**src/rtl/tt_mux_ctrl.sv**
```systemverilog
// tt_mux_ctrl: project-select controller feeding the mux address in tt_top.
// Synchronizes three slow async control pins, steps a select counter on
// increment edges, commits it to addr on an enable rising edge, then holds
// the selected design in reset for RST_CYCLES cycles before releasing it.
module tt_mux_ctrl #(
  parameter int ADDR_W      = 5,
  parameter int MAX_ADDR    = 31,
  parameter int SYNC_STAGES = 2,
  parameter int RST_CYCLES  = 4
) (
  input  logic              clk,
  input  logic              rst,
  input  logic              ctrl_sel_rst,
  input  logic              ctrl_sel_inc,
  input  logic              ctrl_ena,
  output logic [ADDR_W-1:0] addr,
  output logic [ADDR_W-1:0] sel_cnt,
  output logic              design_rst_n,
  output logic              active
);

  localparam int HOLD_W = (RST_CYCLES > 1) ? $clog2(RST_CYCLES) : 1;

  typedef enum logic [1:0] {
    IDLE   = 2'd0,
    HOLD   = 2'd1,
    ACTIVE = 2'd2
  } state_t;

  state_t state;

  logic [SYNC_STAGES-1:0] sel_rst_sync;
  logic [SYNC_STAGES-1:0] inc_sync;
  logic [SYNC_STAGES-1:0] ena_sync;
  logic                   inc_prev;
  logic                   ena_prev;
  logic [HOLD_W-1:0]      hold_cnt;

  logic sel_rst_s;
  logic inc_s;
  logic ena_s;
  logic inc_edge;
  logic ena_edge;

  assign sel_rst_s = sel_rst_sync[SYNC_STAGES-1];
  assign inc_s     = inc_sync[SYNC_STAGES-1];
  assign ena_s     = ena_sync[SYNC_STAGES-1];
  assign inc_edge  = inc_s & ~inc_prev;
  assign ena_edge  = ena_s & ~ena_prev;

  // Synchronizer chains plus one "previous" flop each for inc/ena edge detection
  always_ff @(posedge clk) begin
    if (rst) begin
      sel_rst_sync <= '0;
      inc_sync     <= '0;
      ena_sync     <= '0;
      inc_prev     <= 1'b0;
      ena_prev     <= 1'b0;
    end else begin
      sel_rst_sync <= {sel_rst_sync[SYNC_STAGES-2:0], ctrl_sel_rst};
      inc_sync     <= {inc_sync[SYNC_STAGES-2:0], ctrl_sel_inc};
      ena_sync     <= {ena_sync[SYNC_STAGES-2:0], ctrl_ena};
      inc_prev     <= inc_s;
      ena_prev     <= ena_s;
    end
  end

  // Select FSM: counter only moves in IDLE, commit/hold/release sequencing, registered outputs
  always_ff @(posedge clk) begin
    if (rst) begin
      state        <= IDLE;
      sel_cnt      <= '0;
      addr         <= '0;
      hold_cnt     <= '0;
      design_rst_n <= 1'b0;
      active       <= 1'b0;
    end else begin
      case (state)
        IDLE: begin
          design_rst_n <= 1'b0;
          active       <= 1'b0;
          if (sel_rst_s) begin
            sel_cnt <= '0;
          end else if (inc_edge) begin
            sel_cnt <= (sel_cnt == ADDR_W'(MAX_ADDR)) ? '0 : sel_cnt + 1'b1;
          end
          if (ena_edge) begin
            addr     <= sel_cnt;
            hold_cnt <= HOLD_W'(RST_CYCLES - 1);
            state    <= HOLD;
          end
        end
        HOLD: begin
          if (!ena_s) begin
            state        <= IDLE;
            design_rst_n <= 1'b0;
            active       <= 1'b0;
          end else if (hold_cnt == '0) begin
            state        <= ACTIVE;
            design_rst_n <= 1'b1;
            active       <= 1'b1;
          end else begin
            hold_cnt     <= hold_cnt - 1'b1;
            design_rst_n <= 1'b0;
            active       <= 1'b0;
          end
        end
        ACTIVE: begin
          if (!ena_s) begin
            state        <= IDLE;
            design_rst_n <= 1'b0;
            active       <= 1'b0;
          end else begin
            design_rst_n <= 1'b1;
            active       <= 1'b1;
          end
        end
        default: begin
          state        <= IDLE;
          design_rst_n <= 1'b0;
          active       <= 1'b0;
        end
      endcase
    end
  end

endmodule

```
**config.mk**
```make
export PLATFORM = sky130hd
export DESIGN_NAME = tt_mux_ctrl
export DESIGN_NICKNAME = d
export VERILOG_FILES = /design/src/rtl/tt_mux_ctrl.sv
export SDC_FILE = /design/constraint.sdc
export NUM_CORES = 1
export LEC_CHECK = 0
export CAP_MARGIN = 20
export CORE_UTILIZATION = 50
export CTS_CLUSTER_SIZE = 25
export DETAILED_ROUTE_END_ITERATION = 6
export PLACE_DENSITY_LB_ADDON = 0.3
export SYNTH_ARGS = -nofsm -noshare
export SYNTH_HDL_FRONTEND = slang
export SYNTH_SLANG_ARGS = --single-unit
```
**constraint.sdc**
```tcl
create_clock -name clk -period 5 [get_ports clk]
set_input_delay 0.5 -clock clk [delete_from_list [all_inputs] [get_ports clk]]
set_output_delay 0.5 -clock clk [all_outputs]
set_load 0.02 [all_outputs]
```
; Word level (Yosys, flattened, before mapping)
; Cells that the tools add are included.
[word_totals]
latchBits = 0
input_bits = 5
elab_cells = 48
rom_bits = 0
n_memories = 0
ramBits = 0
reg_bits = 23
[op_classes]
mul = 0
order_cmp = 0
n_shift = 0
eq_ne = 8
n_addsub = 2
n_mux = 16
div_mod_pow = 0
n_reduce_logical = 8
n_bitwise = 4
[ops]
columns = operator, count
row1 = 5-bit 2-to-1 mux, 3
row2 = 2-bit 2-to-1 mux, 7
row3 = 2-bit != test (second input constant), 4
row4 = 2-bit case mux with 3 select lines, 1
row5 = 5-bit by 1-bit adder with 5-bit output (second input constant), 1
row6 = 5-bit == test (second input constant), 1
row7 = 2-bit zero test, 2
row8 = 2-bit case mux with 2 select lines, 1
row9 = 2-bit AND reduction, 2
row10 = 4-bit AND reduction, 1
row11 = 2-bit nonzero test, 2
row12 = 1-bit 2-to-1 mux, 3
row13 = 3-bit != test (second input constant), 1
row14 = 3-bit AND reduction, 1
row15 = 1-bit AND, 2
row16 = 2-bit by 1-bit == test with 1-bit output (second input constant), 1
row17 = 2-bit == test (second input constant), 1
row18 = 1-bit NOT, 2
row19 = 1-bit case mux with 2 select lines, 1
row20 = 2-bit by 1-bit subtractor with 2-bit output (second input constant), 1

; Logic depth before layout (Yosys ltp)
[logic_depth]
depth_word = 4
ltp_mapped = 7
ltp_nobuf = 6

; Least setup slack after synthesis
; Ideal clock, no wire load.
[synth_timing]
path_kind = register to register
from = register sel_cnt[0]
to = register sel_cnt[2]
arrival_time_ns = 1.650
stages_incl_launch_ff = 6
setup_ns = 0.071
n_path_buf = 0
t_required_ns = 4.929
path_slack_ns = 3.279
synth_period_minus_slack_ns = 1.721
path_cell_list = dfxtp_1 ha_1 and3_1 ha_1 or4_1 a21oi_1
[synth_via]
elab_chain_cells = 4
[synth_rtl]
columns = element, line
row1 = "start, declared", 17  ; output logic [ADDR_W-1:0] sel_cnt,
row2 = "start signal, assigned", 85  ; sel_cnt <= (sel_cnt == ADDR_W'(MAX_ADDR)) ? '0 : sel_cnt + 1'b1;
row3 = 5-bit by 1-bit adder with 5-bit output / 5-bit == test (equally long branches), 85
row4 = 5-bit 2-to-1 mux *, 85
row5 = 5-bit 2-to-1 mux *, 84  ; end else if (inc_edge) begin
row6 = 5-bit 2-to-1 mux *, 82  ; if (sel_rst_s) begin
; Every way passes the cells marked *; elsewhere a longest branch is shown, timed or not. The select of a mux whose other input is x is not followed.
; A chain may end at the register's enable or synchronous reset.

; Worst setup path after layout
[layout_timing]
from = register sel_cnt[0]
to = output port sel_cnt[0]
; No word-level cell between the ends.

==> results.py <==
metrics = {
    "status": {
        "status": "completed",
    },
    "sta": {
        "drv_slew": 0,
        "relSlewSlack_pct": 46.68,
        "max_freq_mhz": 519.1,
        "finalCritPeriodShare_pct": 38.52,
        "finalSetupTns_ns": 0,
        "worst_pin_slew_ns": 0.7973,
        "finalCriticalPeriod_ns": 1.926,
        "finClkSkew_ns": 0.002556,
        "rsz0062_at_grt": "false",
        "setup_viol": 0,
        "hold_viol_final": 0,
    },
    "synth": {
        "synth_mux_area_share_pct": 5.168,
        "synth_compound_gate_area_share_pct": 12.66,
        "synth_cell_type_count": 26,
        "synth_adder_area_share_pct": 7.752,
        "synth-simple-area-share_pct": 23.00,
        "synth_top_family_by_area": "simple AND/OR/NAND/NOR gates",
        "yosysWarningCount": 0,
        "avgSynthCellArea_um2": 9.782,
        "syn_area_um2": 968.4,
        "ys_seq_elements": 23,
        "netlist_instances": 99,
        "yosysSeqAreaShare_pct": 47.55,
        "synth_xor_area_share_pct": 0,
        "syn_nets": 110,
    },
    "critical_path": {
        "cp_cell_sequence": "clkdlybuf4s50_1",
        "worst-setup-path-type": "reg -> out",
        "cp-start-kind": "flop",
        "cp.arrival_ns": 1.43,
        "critPathMaxFanout": 7,
        "crit_buf_inv": 1,
        "ff2ff_path_depth": 5,
        "reg2reg_setup_slack_ns": 3.22,
        "r2r-end": "sel_cnt[3]$_SDFFE_PP0P_",
        "critPathTopFamily": "buffers and inverters",
        "cp-end-kind": "output pin",
        "cpMaxStageDelayCell": "clkdlybuf4s50_1",
        "critPathMaxStageDelay_ns": 0.65,
        "cp.required_ns": 4.50,
        "worstReg2RegStart": "sel_cnt[0]$_SDFFE_PP0P_",
    },
    "grt": {
        "grt_overflow_total": 0,
        "grt_pass1_wl_mm": 2.677,
        "grt_usage_pct": 18.33,
        "grt_max_degree": 23,
        "antenna_found_initial": 0,
        "grt_pass1_vias": 602,
    },
    "worst_hold_path": {
        "whs_endpoint": "ena_sync[1]$_SDFF_PP0_",
        "hold_path_class": "reg -> reg",
        "min_path_cells": 1,
        "hp-start": "ena_sync[0]$_SDFF_PP0_",
    },
    "route": {
        "wl_mm": 1.679,
        "first_pass_iters": 4,
        "vias": 746,
        "antenna_left": 0,
        "drt-wirelength-per-cell_um": 11.99,
        "viasPerCell": 5.329,
        "first_iter_violations": 10,
        "drc": 0,
    },
    "cells_and_area": {
        "drive_above_1_share_pct": 6.087,
        "fillers": 172,
        "antenna_cells": 0,
        "synthToLayoutAreaGrowth_pct": 20.28,
        "final_nets": 127,
    },
    "pwr": {
        "power_density_nw_per_um2": 279.9,
        "vdd_ir_drop_max_mv": 0.2164,
        "finalPower_mw": 0.3261,
        "power.leakage_nw": 0.4504,
    },
    "cts": {
        "postCtsSetupBuffers": 0,
        "clkTransAtPathRegs_ns": 0.12,
        "cts_hold_buf": 0,
        "clockBufferDepth": 2,
        "cts.sinks": 23,
        "cts_tree": "built",
        "post_cts_resized": 0,
        "cts_buffers": 3,
        "root_buffer": "clkbuf_4",
        "clock_latency_ns": 0.31,
        "htreeDepth": 1,
    },
    "placed_design": {
        "place_hpwl_mm": 1.158,
        "io_buffer_count": 16,
        "globalplace.congestion": 0.8022,
    },
    "floorplan": {
        "dieArea_um2": 2117,
        "die_h_um": 46.01,
        "core_area_um2": 1764,
        "pin_count": 17,
        "rows": 15,
        "die_x_um": 46.01,
        "floorplan.initialDensity_pct": 54.89,
    },
    "run": {
        "maxCapViolCount": 0,
    },
}
-- worst max path at each step --
stage | from | slack, ns | to | cells after the start
after floorplan | sel_cnt[0]$_SDFFE_PP0P_ | 3.28 | sel_cnt[2]$_SDFFE_PP0P_ | 5
after global placement | rst | 3.12 | active$_SDFF_PP0_ | 3
after detailed placement | rst | 3.09 | active$_SDFF_PP0_ | 3
after CTS | sel_cnt[0]$_SDFFE_PP0P_ | 3.08 | sel_cnt[0] | 1
after global routing | sel_cnt[0]$_SDFFE_PP0P_ | 3.02 | sel_cnt[0] | 1
final | sel_cnt[0]$_SDFFE_PP0P_ | 3.07 | sel_cnt[0] | 1
-- layout by cell type (no fill, tap or decap) --
cell type,n
nor2b_1,9
o211ai_1,1
dfxtp_1,23
ha_1,6
nor2b_4,1
mux2i_1,5
o21ai_0,2
nand4b_1,3
nand2_1,9
nand2b_1,2
inv_1,4
o21ai_2,1
or4_1,3
nor2_1,7
and3_1,1
a211oi_1,3
nor3_1,1
a311oi_1,1
a21oi_1,8
a22oi_1,1
nand3b_2,1
clkinv_2,1
and3b_1,1
o31a_1,1
clkdlybuf4s50_1,16
clkbuf_4,3
o2111ai_1,1
-- layer usage --
layer  global-route usage (%)  vias to the layer above  routed length [um]
met5                        0                        -                   0
met4                    7.059                        0                  21
met3                    5.952                        4                  59
met2                    31.55                       14                 814
met1                    20.73                      347                 783
li1                         -                      381                   -
-- cell families after synthesis --
| family | count (synthesis) |
|---|---|
| flip-flops | 23 |
| buffers and inverters | 8 |
| multiplexers | 5 |
| AO/OA/AOI/OAI | 19 |
| adder cells (fa/ha/maj) | 6 |
| AND/OR/NAND/NOR | 38 |
-- cell usage after synthesis --
| cell | number | area [um2] |
|---|---|---|
| a211oi_1 | 3 | 22.52 |
| a21oi_1 | 8 | 40.04 |
| a22oi_1 | 1 | 7.510 |
| a311oi_1 | 1 | 8.760 |
| and3_1 | 1 | 6.260 |
| and3b_1 | 1 | 8.760 |
| buf_4 | 2 | 15.01 |
| clkbuf_1 | 2 | 7.510 |
| dfxtp_1 | 23 | 460.4 |
| ha_1 | 6 | 75.07 |
| inv_1 | 4 | 15.01 |
| mux2i_1 | 5 | 50.05 |
| nand2_1 | 9 | 33.78 |
| nand2b_1 | 2 | 12.51 |
| nand3b_2 | 1 | 11.26 |
| nand4b_1 | 3 | 26.28 |
| nor2_1 | 7 | 26.28 |
| nor2b_1 | 9 | 56.30 |
| nor2b_4 | 1 | 13.76 |
| nor3_1 | 1 | 5.000 |
| o2111ai_1 | 1 | 8.760 |
| o211ai_1 | 1 | 7.510 |
| o21ai_0 | 2 | 10.01 |
| o21ai_2 | 1 | 8.760 |
| o31a_1 | 1 | 8.760 |
| or4_1 | 3 | 22.52 |
-- final cells by class --
class / instances / area [um2] / share of cell area [%]
Inverter: 4 / 15.01 / 1.289
Clock buffer: 3 / 22.52 / 1.933
Clock inverter: 1 / 5.005 / 0.4296
Tap cell: 25 / 31.28 / 2.685
Multi-Input combinational cell: 68 / 470.5 / 40.39
Sequential cell: 23 / 460.4 / 39.53
Timing Repair Buffer: 16 / 160.2 / 13.75
-- registers in the layout, summed over array words and instances (netlist names) --
register	flops
active	1
ena_prev	1
hold_cnt	2
addr	5
sel_cnt	5
ena_sync	2
state	2
inc_prev	1
sel_rst_sync	2
inc_sync	2
-- worst register-to-register path, stage by stage, from the launching register on --
cell	delay [ns]
dfxtp_1	0.39
ha_1	0.24
and3_1	0.19
ha_1	0.23
or4_1	0.50
a21oi_1	0.15
-- per-stage QoR --
step	cell area [um2]	cells	hold WS (ns)	worst slack [ns]	util, %
final	1165	140	0.4529	3.074	66.03
after global routing	1165	140	0.4639	3.018	66.03
after CTS	1165	140	0.4581	3.075	66.03
after detailed placement	1137	136	0.4284	3.088	64.47
after global placement	1137	136	0.4162	3.124	64.47
after floorplan	968.4	99	0.4138	3.279	-
-- power breakdown --
part	leakage [nW]	internal [mW]	switching, mW
Clock	0.0177	0.0300	0.0561
Sequential	0.187	0.190	0.00589
Combinational	0.245	0.0195	0.0242
Note: power is estimated with default switching activity, not from simulation.
==> patch 1, RTL diff (same flow settings) <==
Change the parameter `RST_CYCLES` from 4 to 8.
--- a/src/rtl/tt_mux_ctrl.sv
+++ b/src/rtl/tt_mux_ctrl.sv
@@ -7,5 +7,5 @@
   parameter int MAX_ADDR    = 31,
   parameter int SYNC_STAGES = 2,
-  parameter int RST_CYCLES  = 4
+  parameter int RST_CYCLES  = 8
 ) (
   input  logic              clk,
Behaviour: not the same (Yosys sat finds a counterexample within 10 cycles, from zero or initial values and one cycle with rst high).
==> patch 1 against the unedited design <==
- sequential cell count is 1 higher
- synthesized area is 7.9% higher
- routed wire length is 12% higher
- worst setup slack better by 0.017 ns
- design area is 7.3% higher
- critical endpoint is now sel_cnt[2]
- highest routed layer unchanged
Power is not compared: it rests on default switching activity, and its combinational part moved more than twofold at a synthesized area within 25%.
==> patch 1: results (changes against the unedited design) <==
placement:
  placedCellCount: 151  # was 136
  gp_congestion: 0.782  # was 0.802
  pre_cts_slack_ns: 2.87  # was 3.09 ns
  dpl.hpwl_um: 1360  # was 1160 µm
status:
  status: "finished clean"  # unchanged
critical_path:
  worstPathArrival_ns: 1.41  # was 1.43 ns
final_layout:
  top_regs: "addr (5), sel_cnt (5), hold_cnt (3)"  # was addr (5), sel_cnt (5)
  layout.nets: 141  # was 127
logic_synthesis:
  synth-seq-area-share_pct: 46.0  # was 47.5%
  yosysUniqueCellTypes: 31  # was 26
  post_synth.cell_area_avg_um2: 9.25  # was 9.78 µm²
  synth_area_leaders: "dfxtp_1 46%, ha_1 8.4%, a21oi_1 6.7%, nor2b_1 6.0%, nand2_1 4.3%"  # was dfxtp_1 48%, ha_1 7.8%, nor2b_1 5.8%, mux2i_1 5.2%, a21oi_1 4.1%
  synthAdderAreaFrac_pct: 8.38  # was 7.75%
  netlist_top_cells_count: "24 x dfxtp_1, 14 x a21oi_1, 12 x nand2_1, 10 x nor2b_1, 7 x ha_1"  # was 23 x dfxtp_1, 9 x nand2_1, 9 x nor2b_1, 8 x a21oi_1, 7 x nor2_1
drt:
  drt-total-wl_um: 1870  # was 1680 µm
  drt-initial-drc-count: 6  # was 10
  detail_route.wl_per_cell_um: 12.1  # was 12.0 µm
  m1WireLength_um: 824  # was 783 µm
  wl_met3_um: 90  # was 59 µm
  vias: 852  # was 746
timing:
  worstMarginPinSlew_ns: 0.872  # was 0.797 ns
  finClkSkew_ns: 0.00458  # was 0.00256 ns
global_routing:
  grtUsageMet3_pct: 5.66  # was 5.95%
  grt_max_degree: 26  # was 23
  grt_pass1_vias: 637  # was 602
  use_met2_pct: 29.5  # was 31.5%
[patch 1: path summary, 6_finish.rpt]
path / to / start / depth (start not counted) / slack (ns)
worst max register to register: sel_cnt[3] / state[0] / 5 / 3.18
worst min-delay path: inc_sync[1] / inc_sync[0] / 1 / 0.45
worst max-delay path: sel_cnt[2] / sel_cnt[2] / 1 / 3.09
worst min register to register: inc_sync[1] / inc_sync[0] / 1 / 0.45
[patch 1: final cells by class]
cell class	count	area [µm²]
clock buffer	4	36.3
fill	185	712
inverter	6	22.5
multi-input combinational	78	517
sequential	24	480
tap	27	33.8
timing repair buffer	16	160
[patch 1: power by group through the flow]
stage | Sequential, mW | Combinational [mW] | Clock, mW
floorplan | 0.225 | 0.113 | 0
global placement | 0.224 | 0.137 | 0
detailed placement | 0.226 | 0.146 | 0
CTS | 0.222 | 0.148 | 0.103
global route | 0.225 | 0.168 | 0.110
finish | 0.222 | 0.146 | 0.101
==> patch 2, RTL diff (same flow settings) <==
Without the edit above. Register the inputs `ctrl_sel_inc` and `ctrl_ena` before use. The logic sees them one clock later.
--- a/src/rtl/tt_mux_ctrl.sv
+++ b/src/rtl/tt_mux_ctrl.sv
@@ -27,4 +27,12 @@
     ACTIVE = 2'd2
   } state_t;
+
+  logic ctrl_sel_inc_q;
+  logic ctrl_ena_q;
+
+  always_ff @(posedge clk) begin
+    ctrl_sel_inc_q <= ctrl_sel_inc;
+    ctrl_ena_q     <= ctrl_ena;
+  end
 
   state_t state;
@@ -59,6 +67,6 @@
     end else begin
       sel_rst_sync <= {sel_rst_sync[SYNC_STAGES-2:0], ctrl_sel_rst};
-      inc_sync     <= {inc_sync[SYNC_STAGES-2:0], ctrl_sel_inc};
-      ena_sync     <= {ena_sync[SYNC_STAGES-2:0], ctrl_ena};
+      inc_sync     <= {inc_sync[SYNC_STAGES-2:0], ctrl_sel_inc_q};
+      ena_sync     <= {ena_sync[SYNC_STAGES-2:0], ctrl_ena_q};
       inc_prev     <= inc_s;
       ena_prev     <= ena_s;
Behaviour: not the same (a bounded check fails within 4 cycles, from zero or initial values and one cycle with rst high).
==> patch 2 against the unedited design <==
- total power increased by 4.7%
- sequential power increased by 9%
- synthesized area increased by 4.1%
- worst setup slack improved by 0.0030 ns
- via count increased by 2.4%
- largest power group unchanged
- design area increased by 3.3%
- critical endpoint unchanged
- routed wire length decreased by 5.7%
- sequential cell count increased by 2
- non-clock buffer count unchanged
- global-route usage decreased by 0.98 points
- highest routed layer unchanged
- critical path type unchanged
==> patch 2: results (changes against the unedited design) <==
final_layout:
  layout.nets: 129  # was 127
  fin_util_pct: 66.8  # was 66.0%
  n_fill_cell: 155  # was 172
  layout-drive-gt1-share_pct: 5.13  # was 6.09%
placement:
  gp_congestion: 0.705  # was 0.802
  placedCellCount: 138  # was 136
  dpl.hpwl_um: 1140  # was 1160 µm
cts:
  post_cts_resize_count: 0  # unchanged
  cts_setup_buffers: 0  # unchanged
  cts-root-buf: "clkbuf_4"  # unchanged
timing:
  finClkSkew_ns: 0.00902  # was 0.00256 ns
  slew_headroom_pct: 50.7  # was 46.7%
  holdWs_ns: 0.451  # was 0.453 ns
drt:
  detail_route.wl_per_cell_um: 11.1  # was 12.0 µm
  drt-total-wl_um: 1580  # was 1680 µm
  drt-initial-drc-count: 4  # was 10
  vias: 764  # was 746
  dr.pass1.iters: 6  # was 4
logic_synthesis:
  synth_area_leaders: "dfxtp_1 50%, ha_1 7.4%, nor2b_1 5.6%, mux2i_1 5.0%, a21oi_1 4.0%"  # was dfxtp_1 48%, ha_1 7.8%, nor2b_1 5.8%, mux2i_1 5.2%, a21oi_1 4.1%
  synth-seq-area-share_pct: 49.6  # was 47.5%
  post_synth.cell_area_avg_um2: 9.98  # was 9.78 µm²
  syn_nets: 112  # was 110
  netlist_top_cells_count: "25 x dfxtp_1, 9 x nand2_1, 9 x nor2b_1, 8 x a21oi_1, 7 x nor2_1"  # was 23 x dfxtp_1, 9 x nand2_1, 9 x nor2b_1, 8 x a21oi_1, 7 x nor2_1
critical_path:
  worst_r2r_endpoint: "sel_cnt[2]"  # was sel_cnt[3]
  rrSetupSlack_ns: 3.20  # was 3.22 ns
global_routing:
  grt_pass1_vias: 622  # was 602
  grtUsageTotal_pct: 17.3  # was 18.3%
power:
  peakVddDrop_v: 0.000209  # was 0.000216 V
  leakage_nw: 0.465  # was 0.450 nW
status:
  status: "finished clean"  # unchanged
[patch 2: cell count changes in the layout (fill, tap and decap cells not counted), sizes merged]
cell,before,now
dfxtp,23,25
clkbuf,3,4
clkinv,1,0
[patch 2: logic make-up (layout without fill, tap and decap cells)]
| kind of cell | after synthesis | count (layout) | synth area share, % |
|---|---|---|---|
| adders and majority gates | 6 | 6 | 7.44 |
| AOI/OAI and AO/OA | 19 | 19 | 12.2 |
| and+or+nand+nor | 38 | 38 | 22.1 |
| buffers and inverters | 8 | 24 | 3.72 |
| DFF | 25 | 25 | 49.6 |
| muxes | 5 | 5 | 4.96 |
[patch 2: report_power, final]
group | switching [mW] | total, mW | leakage [nW] | internal [mW]
Sequential | 0.00581 | 0.213 | 0.204 | 0.207
Combinational | 0.0234 | 0.0429 | 0.245 | 0.0195
Clock | 0.0543 | 0.0855 | 0.0150 | 0.0311
[patch 2: metal layers]
layer / vias up / GRT usage, % / routed length (µm)
li1: 388 / - / -
met1: 348 / 20.7 / 718
met2: 24 / 28.1 / 793
met3: 4 / 4.62 / 60
met4: 0 / 10.3 / 11
met5: - / 0 / 0
[patch 2: layout make-up]
type | count | share of cell area [%]
flip-flops and latches | 25 | 41.6
multi-input cells | 68 | 39.1
repair buffers | 16 | 13.3
well taps | 25 | 2.60
clock buffers | 4 | 2.18
inverters | 4 | 1.25
[patch 2: worst max path at each step]
stage          slack (ns)         end        from  depth (start not counted)
2_1_floorplan        3.28  sel_cnt[2]  sel_cnt[0]                          5
3_3_place_gp         3.13      active         rst                          3
3_5_place_dp         3.11      active         rst                          3
4_1_cts              3.05  sel_cnt[0]  sel_cnt[0]                          1
5_1_grt              2.98  sel_cnt[0]  sel_cnt[0]                          1
6_report             3.08  sel_cnt[0]  sel_cnt[0]                          1
